--- src/rtl/piso_serializer.sv ---
// Parallel-in/serial-out serializer: loads a NUM_REGS-word vector, streams it oldest word first.
// Optional build macro PISO_BACKTOBACK_EN lets a new vector load on the final word's edge.
module piso_word_reg #(
  parameter int DATA_WIDTH = 16
) (
  input  logic                  clk,
  input  logic                  rst,
  input  logic                  en,
  input  logic [DATA_WIDTH-1:0] d,
  output logic [DATA_WIDTH-1:0] q
);
  always_ff @(posedge clk or negedge rst) begin
    if (!rst)    q <= '0;
    else if (en) q <= d;
  end
endmodule

module piso_serializer #(
  parameter int DATA_WIDTH = 16,
  parameter int NUM_REGS   = 8
) (
  input  logic                                 clk,
  input  logic                                 rst,
  input  logic [NUM_REGS-1:0][DATA_WIDTH-1:0]  pDataIn,
  input  logic                                 load_valid,
  output logic                                 load_ready,
  output logic [DATA_WIDTH-1:0]                serialDataOut,
  output logic                                 out_valid,
  input  logic                                 out_ready,
  output logic                                 out_last,
  output logic                                 busy
);
  localparam int              CW       = (NUM_REGS > 1) ? $clog2(NUM_REGS) : 1;
  localparam logic [CW-1:0]   LAST_IDX = CW'(NUM_REGS - 1);

  typedef enum logic { IDLE, SHIFT } state_t;

  state_t                              state, state_nxt;
  logic [CW-1:0]                       count, count_nxt;
  logic [NUM_REGS-1:0][DATA_WIDTH-1:0] buffer;
  logic                                load_fire;
  logic                                at_last;

  assign at_last   = (count == '0);
  assign load_fire = load_valid & load_ready;

  // Every word register captures on the same load handshake.
  for (genvar i = 0; i < NUM_REGS; i++) begin : g_word
    piso_word_reg #(.DATA_WIDTH(DATA_WIDTH)) u_word (
      .clk (clk),
      .rst (rst),
      .en  (load_fire),
      .d   (pDataIn[i]),
      .q   (buffer[i])
    );
  end

  always_ff @(posedge clk or negedge rst) begin
    if (!rst) begin
      state <= IDLE;
      count <= '0;
    end else begin
      state <= state_nxt;
      count <= count_nxt;
    end
  end

  always_comb begin
    state_nxt     = state;
    count_nxt     = count;
    load_ready    = 1'b0;
    out_valid     = 1'b0;
    out_last      = 1'b0;
    busy          = 1'b0;
    serialDataOut = '0;
    case (state)
      IDLE: begin
        load_ready = 1'b1;
        if (load_valid) begin
          state_nxt = SHIFT;
          count_nxt = LAST_IDX;
        end
      end
      SHIFT: begin
        out_valid     = 1'b1;
        busy          = 1'b1;
        serialDataOut = buffer[count];
        out_last      = at_last;
`ifdef PISO_BACKTOBACK_EN
        load_ready    = at_last & out_ready;
`else
        load_ready    = 1'b0;
`endif
        // Stall holds count, so output word and last flag stay put.
        if (out_ready) begin
          if (!at_last)        count_nxt = count - 1'b1;
          else if (load_fire)  count_nxt = LAST_IDX;
          else                 state_nxt = IDLE;
        end
      end
      default: state_nxt = IDLE;
    endcase
  end
endmodule
--- config.mk ---
export PLATFORM = sky130hd
export DESIGN_NAME = piso_serializer
export DESIGN_NICKNAME = d
export VERILOG_FILES = /design/src/rtl/piso_serializer.sv
export SDC_FILE = /design/constraint.sdc
export NUM_CORES = 1
export LEC_CHECK = 0
export CORE_MARGIN = 2
export CORE_UTILIZATION = 53
export CTS_BUF_LIST = sky130_fd_sc_hd__clkbuf_4 sky130_fd_sc_hd__clkbuf_8 sky130_fd_sc_hd__clkbuf_16
export DETAILED_ROUTE_END_ITERATION = 6
export PLACE_DENSITY = 0.91
export SLEW_MARGIN = 5
export SYNTH_ARGS = -nofsm -noshare
export SYNTH_HDL_FRONTEND = slang
export SYNTH_SLANG_ARGS = --single-unit
--- constraint.sdc ---
create_clock -name clk -period 2.4 [get_ports clk]
set_input_delay 0.6 -clock clk [delete_from_list [all_inputs] [get_ports clk]]
set_output_delay 0.6 -clock clk [all_outputs]
set_load 0.03 [all_outputs]
==> tab_implementation.tex <==
\begin{tabular}{lr}
\hline
Metric & Value \\
\hline
\multicolumn{2}{l}{\textbf{Global route}} \\
Number of global-route vias before repair & 4,399 \\
Maximum number of pins on one net before global-route repair & 71 \\
Wire length of the first global-routing pass & 22.7 mm \\
Overflow left after global routing & 0 \\
Overall routing resource usage & 0.243 \\
Most Used Layer, Global Route & met2 \\
Antenna violations before repair & 0 \\
Met3 routing resource usage after global routing & 0.0809 \\
Met2 track demand over resource in global routing & 0.401 \\
GR Layer Usage met1 & 0.296 \\
\multicolumn{2}{l}{\textbf{Clock tree}} \\
Maximum root-to-sink buffer count & 2 \\
Post-cts hold buffer count & 0 \\
Clock edge transition at the registers on the reported setup and hold paths & 0.06 ns \\
Number of clock sinks seen by CTS & 132 \\
Number of buffers inserted during clock tree synthesis & 17 \\
Root Driver & sky130\_fd\_sc\_hd\_\_clkbuf\_16 \\
TritonCTS clock tree & yes \\
Clock latency on the worst-skew pair & 0.42 ns \\
Maximum level of the CTS H-tree & 4 \\
\multicolumn{2}{l}{\textbf{Critical path}} \\
Worst Path Required & 1.80 ns \\
CP max FO & 5 \\
Endpoint of the worst-slack reg-to-reg timing path & count[1]\$\_DFFE\_PN0P\_ \\
Setup slack on the worst flop-to-flop path & 0.73 ns \\
CP startpoint & count[1]\$\_DFFE\_PN0P\_ \\
Critical path arrival & 1.98 ns \\
Critical Setup Path Class & flop to output port \\
Ordered list of cells on the worst path & buf\_12 -> buf\_8 -> mux4\_2 -> nand2\_2 -> a21oi\_2 -> buf\_6 \\
Startpoint type of the worst setup path & flop \\
Slowest library cell on the worst path & sky130\_fd\_sc\_hd\_\_mux4\_2 \\
Cell family with the largest share of critical-path delay & multiplexers \\
Delay of the slowest cell on the worst path & 0.50 ns \\
Register-to-Register Path Depth & 8 \\
Number of buffers and inverters on the critical path & 3 \\
Source of the worst register-to-register timing path & count[1]\$\_DFFE\_PN0P\_ \\
Endpoint class of the critical path & output port \\
\multicolumn{2}{l}{\textbf{Layout}} \\
Layout area overhead & 39.7\% \\
Filler cell count in the final layout & 688 \\
Leading cell types in the layout, fill and taps excluded & sky130\_fd\_sc\_hd\_\_clkdlybuf4s50\_1 (132), sky130\_fd\_sc\_hd\_\_dfrtp\_1 (130), sky130\_fd\_sc\_hd\_\_mux2\_1 (128) \\
Layout Utilization & 0.749 \\
Most common cell after layout, fill and taps aside & sky130\_fd\_sc\_hd\_\_clkdlybuf4s50\_1 \\
Area used by multi-input combinational logic & 2510 um2 \\
Seq. cell area & 3310 um2 \\
Number of standard cells in the layout, taps in and fillers out & 710 \\
Layout Nets & 688 \\
Share of post-route cells with drive strength above 1 & 0.220 \\
Count of antenna diodes in the layout & 0 \\
\multicolumn{2}{l}{\textbf{Placed design}} \\
Final Wtd Congestion & 0.818 \\
Number of cells after detailed placement & 670 \\
Final HPWL DP & 9.97 mm \\
Number of port buffers & 151 \\
\multicolumn{2}{l}{\textbf{Floorplanning}} \\
Area of the core & 11,300 um2 \\
DIE AREA & 12,300 um2 \\
Number of top-level pins & 152 \\
Die width & 111 um \\
Standard-cell rows & 39 \\
Starting density of the core & 0.536 \\
Y dimension of the die & 111 um \\
\multicolumn{2}{l}{\textbf{STA}} \\
Shortest period the worst path allows & 2.58 ns \\
Hold Worst Slack & 0.0667 ns \\
Period utilisation layout & 1.07 \\
Fin. Hold Viols & 0 \\
Max\_slew headroom & 0.699 \\
Pin slew with the least headroom to its limit & 0.451 ns \\
Final setup violation count & 17 \\
Final worst slack & -0.176 ns \\
Final worst clock skew & 0.00747 ns \\
Max Fclk & 388 MHz \\
Final Max Tran Viols & 0 \\
RSZ-0062 raised after global routing & yes \\
Setup\_tns & -2.34 ns \\
\multicolumn{2}{l}{\textbf{Worst hold path}} \\
Path class of the lowest-slack min-delay path & input port to async pin \\
\multicolumn{2}{l}{\textbf{Synthesis}} \\
Ys async rst share & 1.00 \\
Number of enable-type register cells in the synthesized netlist & 0 \\
Post-synthesis instance total & 386 \\
Count of distinct cell types in the synthesized netlist & 22 \\
Flip-flop cell with the highest count after synthesis & sky130\_fd\_sc\_hd\_\_dfrtp\_1 \\
Number of synthesized register bits & 132 \\
Total of warnings raised by yosys & 0 \\
Share of the synthesized area in the top cell type & 0.546 \\
Share of synthesized area occupied by flip-flops and latches & 0.546 \\
Area leader, netlist & sky130\_fd\_sc\_hd\_\_dfrtp\_1 \\
Nets in the synthesized netlist & 520 \\
Mean instance size in the synthesized netlist & 15.7 um2 \\
Mapped Area & 6050 um2 \\
Largest cells by area after synthesis & sky130\_fd\_sc\_hd\_\_dfrtp\_1 (55\%), sky130\_fd\_sc\_hd\_\_mux2\_1 (24\%), sky130\_fd\_sc\_hd\_\_mux4\_2 (11\%) \\
\multicolumn{2}{l}{\textbf{Power}} \\
Power Total & 0.0117 W \\
IR Drop Worst-Case VDD & 1.20 mV \\
Total leakage power & 3.62 nW \\
Power Density & 1380 nW/um2 \\
\multicolumn{2}{l}{\textbf{Status}} \\
Violated checks & setup timing \\
Outcome & finished with violations \\
\multicolumn{2}{l}{\textbf{Route}} \\
Overall via count from detail\_route & 3,928 \\
Routed wire per std cell & 20.1 um \\
DRC Markers & 0 \\
Iteration-0 DRC Markers & 184 \\
Detailed Route WL & 14.3 mm \\
Mean number of vias per cell & 5.53 \\
Total iterations of the first detailed-routing run & 4 \\
Final ANT Viol Nets & 0 \\
\multicolumn{2}{l}{\textbf{Job}} \\
Max cap viols & 0 \\
\hline
\end{tabular}
[worst max path at each step]
stage | to | slack [ns] | cells after the start
after floorplan | out_last | 0.04 | 6
after global placement | serialDataOut[15] | -0.08 | 5
after detailed placement | serialDataOut[15] | -0.08 | 5
after CTS | serialDataOut[13] | -0.21 | 6
after global routing | serialDataOut[12] | -0.22 | 6
final | serialDataOut[7] | -0.18 | 6
[report_power, final]
part / total, W / switching [W] / internal (W)
clock network: 0.00253 / 0.000926 / 0.00161
registers: 0.00398 / 0.000635 / 0.00335
logic: 0.00517 / 0.00237 / 0.00280
total: 0.0117 / 0.00393 / 0.00775
[Yosys cell counts, types with 7 or more instances]
cell type                   n
sky130_fd_sc_hd__a21oi_1   18
sky130_fd_sc_hd__buf_2      7
sky130_fd_sc_hd__buf_6     14
sky130_fd_sc_hd__dfrtp_1  132
sky130_fd_sc_hd__mux2_1   128
sky130_fd_sc_hd__mux4_2    30
sky130_fd_sc_hd__nand2_1   32
[worst register-to-register path: cells and delay by family (launching register included)]
kind / cells / cell delay (ns)
AOI/OAI and AO/OA: 2 / 0.42
adders and majority gates: 1 / 0.17
buffers and inverters: 4 / 0.44
DFF: 1 / 0.45
and+or+nand+nor: 1 / 0.08
[state kept, by name, indices dropped and copies added, names as in the netlist]
name / count
count: 3
g_word.u_word.q: 128
state: 1
[repair_timing]
item | 4_1_cts | 5_1_grt
endpoints found under the hold margin | 0 | 0
pin swaps | 10 | 0
setup endpoints to repair | 18 | 17
buffers inserted | 5 | 2
resized for setup | 86 | 5
gates cloned | 1 | 1
[layer usage]
layer,share of wire,up-vias
li1,-,1746
met1,0.39,2024
met2,0.51,133
met3,0.075,25
met4,0.021,0
met5,0,-
[layout make-up]
class,count,share of cell area
flip-flops and latches,132,0.391
clock buffers,25,0.0619
clock inverters,7,0.00830
well taps,143,0.0212
inverters,4,0.00178
repair buffers,176,0.218
multi-input cells,223,0.297
[kinds of logic (layout without fill, tap and decap cells)]
logic type	Yosys count	count (layout)	synth area share
flops	132	132	0.546
buf+inv	31	212	0.0447
compound gates	23	23	0.0209
mux	160	160	0.359
fa+ha+maj	2	2	0.00414
simple gates	38	38	0.0250
[stage by stage]
step / area, um2 / worst slack, ns
final: 8440 / -0.176
after global routing: 8440 / -0.218
after CTS: 8400 / -0.212
after detailed placement: 7690 / -0.0759
after global placement: 7690 / -0.0770
after floorplan: 6050 / 0.0367
No activity file was read; power rests on OpenSTA's default activity.
